### src/rtl/event_div_pkg.sv
// Shared encodings and limits for the multi-channel event divider.
package event_div_pkg;

  typedef enum logic [1:0] {
    EDGE_RISE = 2'b00,
    EDGE_FALL = 2'b01,
    EDGE_BOTH = 2'b10,
    EDGE_RSVD = 2'b11   // decoded as rising
  } edge_sel_e;

  typedef enum logic {
    MODE_GATE   = 1'b0,
    MODE_STROBE = 1'b1
  } mode_e;

  // Fewer than two flops gives no metastability protection on ev_in.
  localparam int MIN_SYNC_STAGES = 2;

endpackage

### src/rtl/event_div_ch.sv
// One divider channel: synchroniser, edge detect, ratio shadow, event counter,
// gate-activity flag and registered output.
module event_div_ch
  import event_div_pkg::*;
#(
  parameter int CW          = 8,
  parameter int SYNC_STAGES = 2,
  parameter int DEFAULT_DIV = 2
) (
  input  logic          clk,
  input  logic          rst_n,
  input  logic          en,
  input  logic          clr,
  input  logic [1:0]    edge_sel,
  input  logic          mode,
  input  logic [CW-1:0] div_ratio,
  input  logic          ev_in,
  output logic          ev_out,
  output logic [CW-1:0] ev_cnt
);

  logic [SYNC_STAGES-1:0] sync_q;
  logic                   s_d_q;
  logic                   s;
  logic [CW-1:0]          cnt_q, cnt_d;
  logic [CW-1:0]          shadow_q, shadow_d;
  logic                   act_q, act_d;
  logic                   term_q, term_d;
  logic                   out_q, out_d;
  logic [2:0]             cfg_q;
  logic                   cfg_chg;
  logic                   ev;
  logic                   lvl_s, lvl_sd;
  logic                   strobe_eff;
  logic [CW-1:0]          reff;
  logic                   terminal;

  assign s       = sync_q[SYNC_STAGES-1];
  assign cfg_chg = (cfg_q != {edge_sel, mode});

  // Synchroniser chain and edge history run regardless of en/clr, so
  // re-enabling never sees a stale edge.
  always_ff @(posedge clk or negedge rst_n) begin
    if (!rst_n) begin
      sync_q <= '0;
      s_d_q  <= 1'b0;
      cfg_q  <= '0;
    end else begin
      sync_q <= {sync_q[SYNC_STAGES-2:0], ev_in};
      s_d_q  <= s;
      cfg_q  <= {edge_sel, mode};
    end
  end

  // Edge strobe, active level and effective output mode from edge_sel.
  always_comb begin
    ev         = s & ~s_d_q;
    lvl_s      = s;
    lvl_sd     = s_d_q;
    strobe_eff = (mode == MODE_STROBE);
    case (edge_sel)
      EDGE_FALL: begin
        ev     = ~s & s_d_q;
        lvl_s  = ~s;
        lvl_sd = ~s_d_q;
      end
      EDGE_BOTH: begin
        ev         = s ^ s_d_q;
        strobe_eff = 1'b1;    // no single active level, so gate degrades to strobe
      end
      default: ;
    endcase
  end

  // Shadow values 0 and 1 both divide by one.
  assign reff     = (shadow_q > CW'(1)) ? shadow_q : CW'(1);
  assign terminal = en & ~clr & ev & (cnt_q == reff - CW'(1));

  // Counter, shadow reload, gate flag and output next-state; clr beats events.
  always_comb begin
    cnt_d    = cnt_q;
    shadow_d = shadow_q;
    act_d    = act_q;
    term_d   = 1'b0;
    out_d    = 1'b0;
    if (clr) begin
      cnt_d    = '0;
      shadow_d = div_ratio;
      act_d    = 1'b0;
    end else if (!en) begin
      act_d = 1'b0;
    end else begin
      if (ev) begin
        if (terminal) begin
          cnt_d    = '0;
          shadow_d = div_ratio;
          term_d   = 1'b1;
        end else begin
          cnt_d = cnt_q + CW'(1);
        end
      end
      // A new terminal keeps a running gate continuous.
      if (terminal && !strobe_eff) act_d = 1'b1;
      else if (cfg_chg || !lvl_s)  act_d = 1'b0;
      out_d = strobe_eff ? term_q : (act_q & lvl_sd);
    end
  end

  // Channel state registers.
  always_ff @(posedge clk or negedge rst_n) begin
    if (!rst_n) begin
      cnt_q    <= '0;
      shadow_q <= CW'(DEFAULT_DIV);
      act_q    <= 1'b0;
      term_q   <= 1'b0;
      out_q    <= 1'b0;
    end else begin
      cnt_q    <= cnt_d;
      shadow_q <= shadow_d;
      act_q    <= act_d;
      term_q   <= term_d;
      out_q    <= out_d;
    end
  end

  assign ev_out = out_q;
  assign ev_cnt = cnt_q;

endmodule

### src/rtl/event_divider_mc.sv
// Multi-channel programmable event divider: CH independent channels sharing
// global enable, clear, edge select and output mode.
module event_divider_mc
  import event_div_pkg::*;
#(
  parameter int CH          = 4,
  parameter int CW          = 8,
  parameter int SYNC_STAGES = 2,
  parameter int DEFAULT_DIV = 2
) (
  input  logic             clk,
  input  logic             rst_n,
  input  logic             en,
  input  logic             clr,
  input  logic [1:0]       edge_sel,
  input  logic             mode,
  input  logic [CH*CW-1:0] div_ratio,
  input  logic [CH-1:0]    ev_in,
  output logic [CH-1:0]    ev_out,
  output logic [CH*CW-1:0] ev_cnt
);

  // Undersized synchroniser requests are raised to the safe minimum.
  localparam int SYNC_EFF = (SYNC_STAGES < MIN_SYNC_STAGES) ? MIN_SYNC_STAGES : SYNC_STAGES;

  for (genvar g = 0; g < CH; g++) begin : g_ch
    event_div_ch #(
      .CW          (CW),
      .SYNC_STAGES (SYNC_EFF),
      .DEFAULT_DIV (DEFAULT_DIV)
    ) u_ch (
      .clk       (clk),
      .rst_n     (rst_n),
      .en        (en),
      .clr       (clr),
      .edge_sel  (edge_sel),
      .mode      (mode),
      .div_ratio (div_ratio[g*CW +: CW]),
      .ev_in     (ev_in[g]),
      .ev_out    (ev_out[g]),
      .ev_cnt    (ev_cnt[g*CW +: CW])
    );
  end

endmodule

### config.mk
export PLATFORM = sky130hd
export DESIGN_NAME = event_divider_mc
export DESIGN_NICKNAME = d
export VERILOG_FILES = /design/src/rtl/event_div_pkg.sv /design/src/rtl/event_div_ch.sv /design/src/rtl/event_divider_mc.sv
export SDC_FILE = /design/constraint.sdc
export NUM_CORES = 1
export LEC_CHECK = 0
export CAP_MARGIN = 20
export CORE_ASPECT_RATIO = 0.8
export CORE_MARGIN = 2
export CORE_UTILIZATION = 30
export DETAILED_ROUTE_END_ITERATION = 7
export PLACE_DENSITY = 0.46
export SYNTH_ARGS = -nofsm -noshare
export SYNTH_HDL_FRONTEND = slang
export SYNTH_SLANG_ARGS = --single-unit
export TNS_END_PERCENT = 100
### constraint.sdc
create_clock -name clk -period 3.8 [get_ports clk]
set_input_delay 0.76 -clock clk [delete_from_list [all_inputs] [get_ports clk]]
set_output_delay 0.76 -clock clk [all_outputs]
set_load 0.05 [all_outputs]
Word level (Yosys, flattened, before mapping). Index checks and enable logic that the tools add are counted.

Reductions and logical operators: 30. Add/sub/neg operators: 8. Eq/ne operators: 11. $lt $le $gt $ge: 4. Multiplexer cells: 93. Bitwise operators: 34.

Operator list (count): $mux 8 (36); $mux 1 (53); $add 8x1->8 const B (4); $eq 8x8->1 (4); $gt 8x1->1 const B (4); $sub 8x1->8 const B (4); $and 1x1->1 (21); $reduce_bool 2->1 (9); $ne 4x1->1 const B (4); $reduce_and 3->1 (4); $not 1->1 (9); $pmux 1 s2 (4); $reduce_and 2->1 (4); $logic_not 1->1 (5); $logic_and 1x1->1 (4); $logic_or 1x1->1 (4); $xor 1x1->1 (4); $ne 3x3->1 (1); $eq 2x1->1 const B (1); $eq 2x2->1 const B (1).

Word-level logic and storage cells: 209. Register bits after elaboration: 91. Output and inout bits: 36.

Logic depth before layout (Yosys ltp).
Word-level depth: 9. Gate-level depth with buffers: 13. Depth with buffers taken out: 11.

Cells and area by module. A second synthesis with hierarchy kept.

Cell total of the unflattened synthesis: 570. Area, all modules: 6048.3 µm².

By module, submodules not included: event_div_ch at g_ch[0].u_ch ... (cells an instance 143, instances 3, sequential area each 626.9 µm², area an instance 1536.5 µm²); event_div_ch at g_ch[3].u_ch (cells an instance 141, instances 1, sequential area each 626.9 µm², area an instance 1438.9 µm²).

Worst setup path before layout. No wires, ideal clock.

Path type: register to register. Start: register g_ch[3].u_ch.shadow_q[5]. End: register g_ch[3].u_ch.shadow_q[0]. Stages on the path, launching flop included: 12. Buffers on the path: 0. Arrival: 3.040 ns. Setup slack: 0.635 ns. Required time: 3.675 ns. Period minus slack after synthesis: 3.165 ns. Setup time: 0.125 ns. Cells stage by stage: dfrtp_1 -> or4_4 -> nor4_1 -> nor2_1 -> ha_1 -> xnor2_1 -> a211oi_1 -> nand4b_1 -> or4_4 -> nor2_4 -> nor2_8 -> mux2_4.

Cells in the longest elaborated chain, start to end: 7.

Ends and longest elaborated chain: start, declared (line event_div_ch.sv:26) `logic [CW-1:0] shadow_q, shadow_d;`; start signal, assigned (line event_div_ch.sv:113) `shadow_q <= CW'(DEFAULT_DIV);`; start signal, assigned (line event_div_ch.sv:119) `shadow_q <= shadow_d;`; $gt 8x1->1 (line event_div_ch.sv:76) `assign reff = (shadow_q > CW'(1)) ? shadow_q : CW'(1);`; $mux 8 (*) (line event_div_ch.sv:76); $sub 8x1->8 (*) (line event_div_ch.sv:77) `assign terminal = en & ~clr & ev & (cnt_q == reff - CW'(1));`; $eq 8x8->1 (*) (line event_div_ch.sv:77); $and 1x1->1 (*) (line event_div_ch.sv:77); $reduce_bool 2->1 (no source line) (*); $reduce_and 3->1 (no source line) (*).

Every way passes the cells marked *; elsewhere a longest branch is shown, timed or not. A chain may end at the register's enable or synchronous reset.

Final worst setup path.
Start: register g_ch[3].u_ch.shadow_q[3]. End: register g_ch[3].u_ch.cnt_q[2].

Cells in the longest elaborated chain, start to end: 9.

Ends and longest elaborated chain: $gt 8x1->1 (line event_div_ch.sv:76); $mux 8 (*) (line event_div_ch.sv:76); $sub 8x1->8 (*) (line event_div_ch.sv:77); $eq 8x8->1 (*) (line event_div_ch.sv:77); $and 1x1->1 (*) (line event_div_ch.sv:77); $mux 8 (*) (line event_div_ch.sv:94) `if (terminal) begin`; $mux 8 (*) (line event_div_ch.sv:93) `if (ev) begin`; $mux 8 (*) (line event_div_ch.sv:90) `end else if (!en) begin`; $mux 8 (*) (line event_div_ch.sv:86) `if (clr) begin`; end signal, assigned (line event_div_ch.sv:118) `cnt_q <= cnt_d;`; end, declared (line event_div_ch.sv:25) `logic [CW-1:0] cnt_q, cnt_d;`.

Every way passes the cells marked *; elsewhere a longest branch is shown, timed or not. The select of a mux whose other input is x is not followed.

==> impl_metrics.json <==
{
  "area_growth_syn_to_layout_pct": 26.90,
  "report.final.setup_viol": 0,
  "placeableCoreArea_sq_um": 16610,
  "synth_seq_cells": 91,
  "post_route_cells_drive_above_1_share_pct": 12.95,
  "timing.hold.worst.class": "in2async",
  "clk_pin_slew_worst_paths_ns": 0.06,
  "ios": 79,
  "synth-main-ff-cell": "sky130_fd_sc_hd__dfrtp_1",
  "clock_period_minus_final_worst_setup_slack_ns": 3.512,
  "hold_viol": 0,
  "cts-root-buf": "sky130_fd_sc_hd__clkbuf_16",
  "worst-endpoint-required_ns": 4.01,
  "rsz0062_at_grt": "no",
  "worstSkewPairLatency_ns": 0.34,
  "placed_area_sq_um": 6125,
  "finalWirelength_microns": 12420,
  "gpl.final_weighted_congestion": 0.8334,
  "critPathCaptureType": "flop",
  "critical_path_cell_by_cell": "or4_4, nor4_1, nor2_1, ha_1, xnor2_1, a211oi_1, nand4b_1, or4_2, nor2_1, nor3_1",
  "post_synth_inst_count": 501,
  "ir_drop_v": 0.0002332,
  "synth_edf_count": 0,
  "detailroute.via_count": 3877,
  "final_util_pct": 39.06,
  "drv_cap": 0,
  "cts.repair.resized": 0,
  "port_buffers": 78,
  "setup.worst_path.class": "reg2reg",
  "insertedDiodeCount": 0,
  "timing.slew.headroom_pct": 61.86,
  "critical_path.slowest_cell": "sky130_fd_sc_hd__or4_2",
  "number_of_rows_created_at_floorplan": 42,
  "post-route-cell-area_sq_um": 6486,
  "report.final.slew_viol_count": 0,
  "cp_num_buf_inv": 0,
  "route.detailed.drc": 0,
  "largest_net_degree_at_the_start_of_global_routing": 36,
  "finalNetCount": 643,
  "dieArea_sq_um": 18100,
  "first_pass_iters": 4,
  "grt_use_total_pct": 14.90,
  "worst_pin_slew_ns": 0.5682,
  "gr-total-overflow": 0,
  "drt.antenna.violating_nets": 0,
  "ys_types": 60,
  "power_mw": 2.525,
  "power_per_cell_area_nw_per_um2": 389.3,
  "clock_tree.buffer_depth": 2,
  "leakage_nw": 2.709,
  "fin_worst_skew_ns": 0.004335,
  "timing.critical_path.mode_cell": "sky130_fd_sc_hd__nor2_1",
  "cp_slowest_stage_delay_ns": 0.69,
  "detailedPlace.worstSlack_ns": 0.1581,
  "finalNonFillerCells": 807,
  "first_global_vias": 3977,
  "cts_hold_repair.buffers": 0,
  "hpwlAfterDp_microns": 9178,
  "grt_first_pass_wirelength_microns": 21020,
  "syn-num-nets": 562,
  "setup_slack_ns": 0.2883,
  "post_synthesis_instance_area_sq_um": 5111,
  "critPathArrivalTime_ns": 3.72,
  "hold_slack_ns": 0.3064,
  "achievable-frequency_mhz": 284.8,
  "route.detailed.wl_per_inst_microns": 15.39,
  "fp.dieH_microns": 120.7,
  "cts_setup_buffers": 0,
  "dp.cells": 791,
  "avgSynthCellArea_sq_um": 10.20,
  "synth-async-reset-ratio_pct": 100.0,
  "status": "finished, final reports clean",
  "htree_num_levels": 3,
  "first_iter_violations": 271,
  "worstPathMaxFanout": 7,
  "clkSinkCount": 91,
  "worst-r2r-setup-slack_ns": 0.29,
  "yosys_warnings": 0,
  "post_route_setup_tns_ns": 0,
  "floorplan.initialDensity_pct": 30.78,
  "tritoncts_clock_tree": "built",
  "proportion_of_synthesized_chip_area_in_sequential_cells_pct": 44.65,
  "tritoncts.num_buffers": 9,
  "routed_via_density": 4.804,
  "min_period_over_period_pct": 92.41,
  "grt_antenna_before_repair": 0,
  "worstSetupStartpointType": "flop",
  "critical-path-top-delay-family": "simple AND/OR/NAND/NOR gates",
  "die_x_microns": 149.9
}
-- sequential cells by signal (all words and copies together) (netlist names) --
register            flops
g_ch.u_ch.term_q        4
g_ch.u_ch.act_q         4
g_ch.u_ch.ev_cnt       32
g_ch.u_ch.shadow_q     32
g_ch.u_ch.sync_q        8
g_ch.u_ch.s_d_q         4
g_ch.u_ch.ev_out        4
g_ch.u_ch.cfg_q         3
-- metal layers --
layer	GRT usage, %	part of all wire (%)	routed length [microns]	up-vias
met1	21.08	50	6209	1891
met5	0	0	0	-
met3	4.340	3.9	481	9
met4	3.774	1.4	175	0
li1	-	-	-	1913
met2	22.29	45	5550	64
-- worst register-to-register path, stage by stage (launching register included) --
cell and delay (ns):
sky130_fd_sc_hd__dfrtp_1 0.47, sky130_fd_sc_hd__or4_4 0.55, sky130_fd_sc_hd__nor4_1 0.28, sky130_fd_sc_hd__nor2_1 0.08, sky130_fd_sc_hd__ha_1 0.31, sky130_fd_sc_hd__xnor2_1 0.13
sky130_fd_sc_hd__a211oi_1 0.26, sky130_fd_sc_hd__nand4b_1 0.15, sky130_fd_sc_hd__or4_2 0.69, sky130_fd_sc_hd__nor2_1 0.36, sky130_fd_sc_hd__nor3_1 0.10
-- layout by cell type, fill, tap and decap left out, types with 13 or more instances in the layout --
| master | synthesis | final |
|---|---|---|
| sky130_fd_sc_hd__clkdlybuf4s50_1 | 0 | 77 |
| sky130_fd_sc_hd__ha_1 | 18 | 18 |
| sky130_fd_sc_hd__nor2_1 | 44 | 44 |
| sky130_fd_sc_hd__o21ai_0 | 15 | 15 |
| sky130_fd_sc_hd__inv_1 | 21 | 21 |
| sky130_fd_sc_hd__dfrtp_1 | 87 | 87 |
| sky130_fd_sc_hd__xor2_1 | 39 | 39 |
| sky130_fd_sc_hd__buf_4 | 6 | 13 |
| sky130_fd_sc_hd__nor3_1 | 20 | 20 |
| sky130_fd_sc_hd__xnor2_1 | 27 | 27 |
| sky130_fd_sc_hd__nand2_1 | 39 | 39 |
| sky130_fd_sc_hd__nand3_1 | 21 | 21 |
| sky130_fd_sc_hd__a21oi_1 | 19 | 19 |
| sky130_fd_sc_hd__mux2_2 | 19 | 19 |
-- cell families after synthesis --
| group | after synthesis | share of synthesized area, % |
|---|---|---|
| compound gates | 72 | 9.327 |
| xor+xnor | 66 | 11.31 |
| fa+ha+maj | 18 | 4.406 |
| buf+inv | 41 | 4.088 |
| flops | 91 | 44.65 |
| mux | 33 | 7.785 |
| simple gates | 180 | 18.43 |
-- synth_stat cells, drive strengths merged (12+ instances only) --
| cell | number | area [sq um] |
|---|---|---|
| nor3 | 20 | 100.1 |
| buf | 12 | 100.1 |
| o21ai | 15 | 75.07 |
| xnor2 | 27 | 236.5 |
| nand2 | 39 | 146.4 |
| nor2 | 47 | 202.7 |
| xor2 | 39 | 341.6 |
| dfrtp | 87 | 2177 |
| inv | 21 | 78.83 |
| ha | 18 | 225.2 |
| nand3 | 21 | 105.1 |
| a21oi | 19 | 95.09 |
| mux2 | 30 | 367.9 |
-- cell type report --
cell class                 count  area (sq um)
timing repair buffer          90         868.3
fill                        1691         10120
clock buffer                  12         266.5
sequential                    91          2282
inverter                      21         78.83
clock inverter                 4         95.09
tap                          220         275.3
multi-input combinational    369          2620
-- where the power goes --
group	total (mW)	internal, mW	switching (mW)
Sequential	1.09	1.02	0.0713
Combinational	0.362	0.177	0.185
Clock	1.07	0.696	0.377
Total	2.53	1.89	0.633
-- final timing paths --
kind / from / end / cells past startpoint
worst max-delay path: g_ch[3].u_ch.shadow_q[3] / g_ch[3].u_ch.ev_cnt[2] / 10
worst min-delay path: rst_n / g_ch[3].u_ch.ev_cnt[5] / 1
worst max register to register: g_ch[3].u_ch.shadow_q[3] / g_ch[3].u_ch.ev_cnt[2] / 10
worst min register to register: g_ch[3].u_ch.sync_q[0] / g_ch[3].u_ch.sync_q[1] / 0
max in group asynchronous: rst_n / g_ch[1].u_ch.shadow_q[1] / 2
min in group clk: g_ch[3].u_ch.sync_q[0] / g_ch[3].u_ch.sync_q[1] / 0
Note: power is estimated with default switching activity, not from simulation.
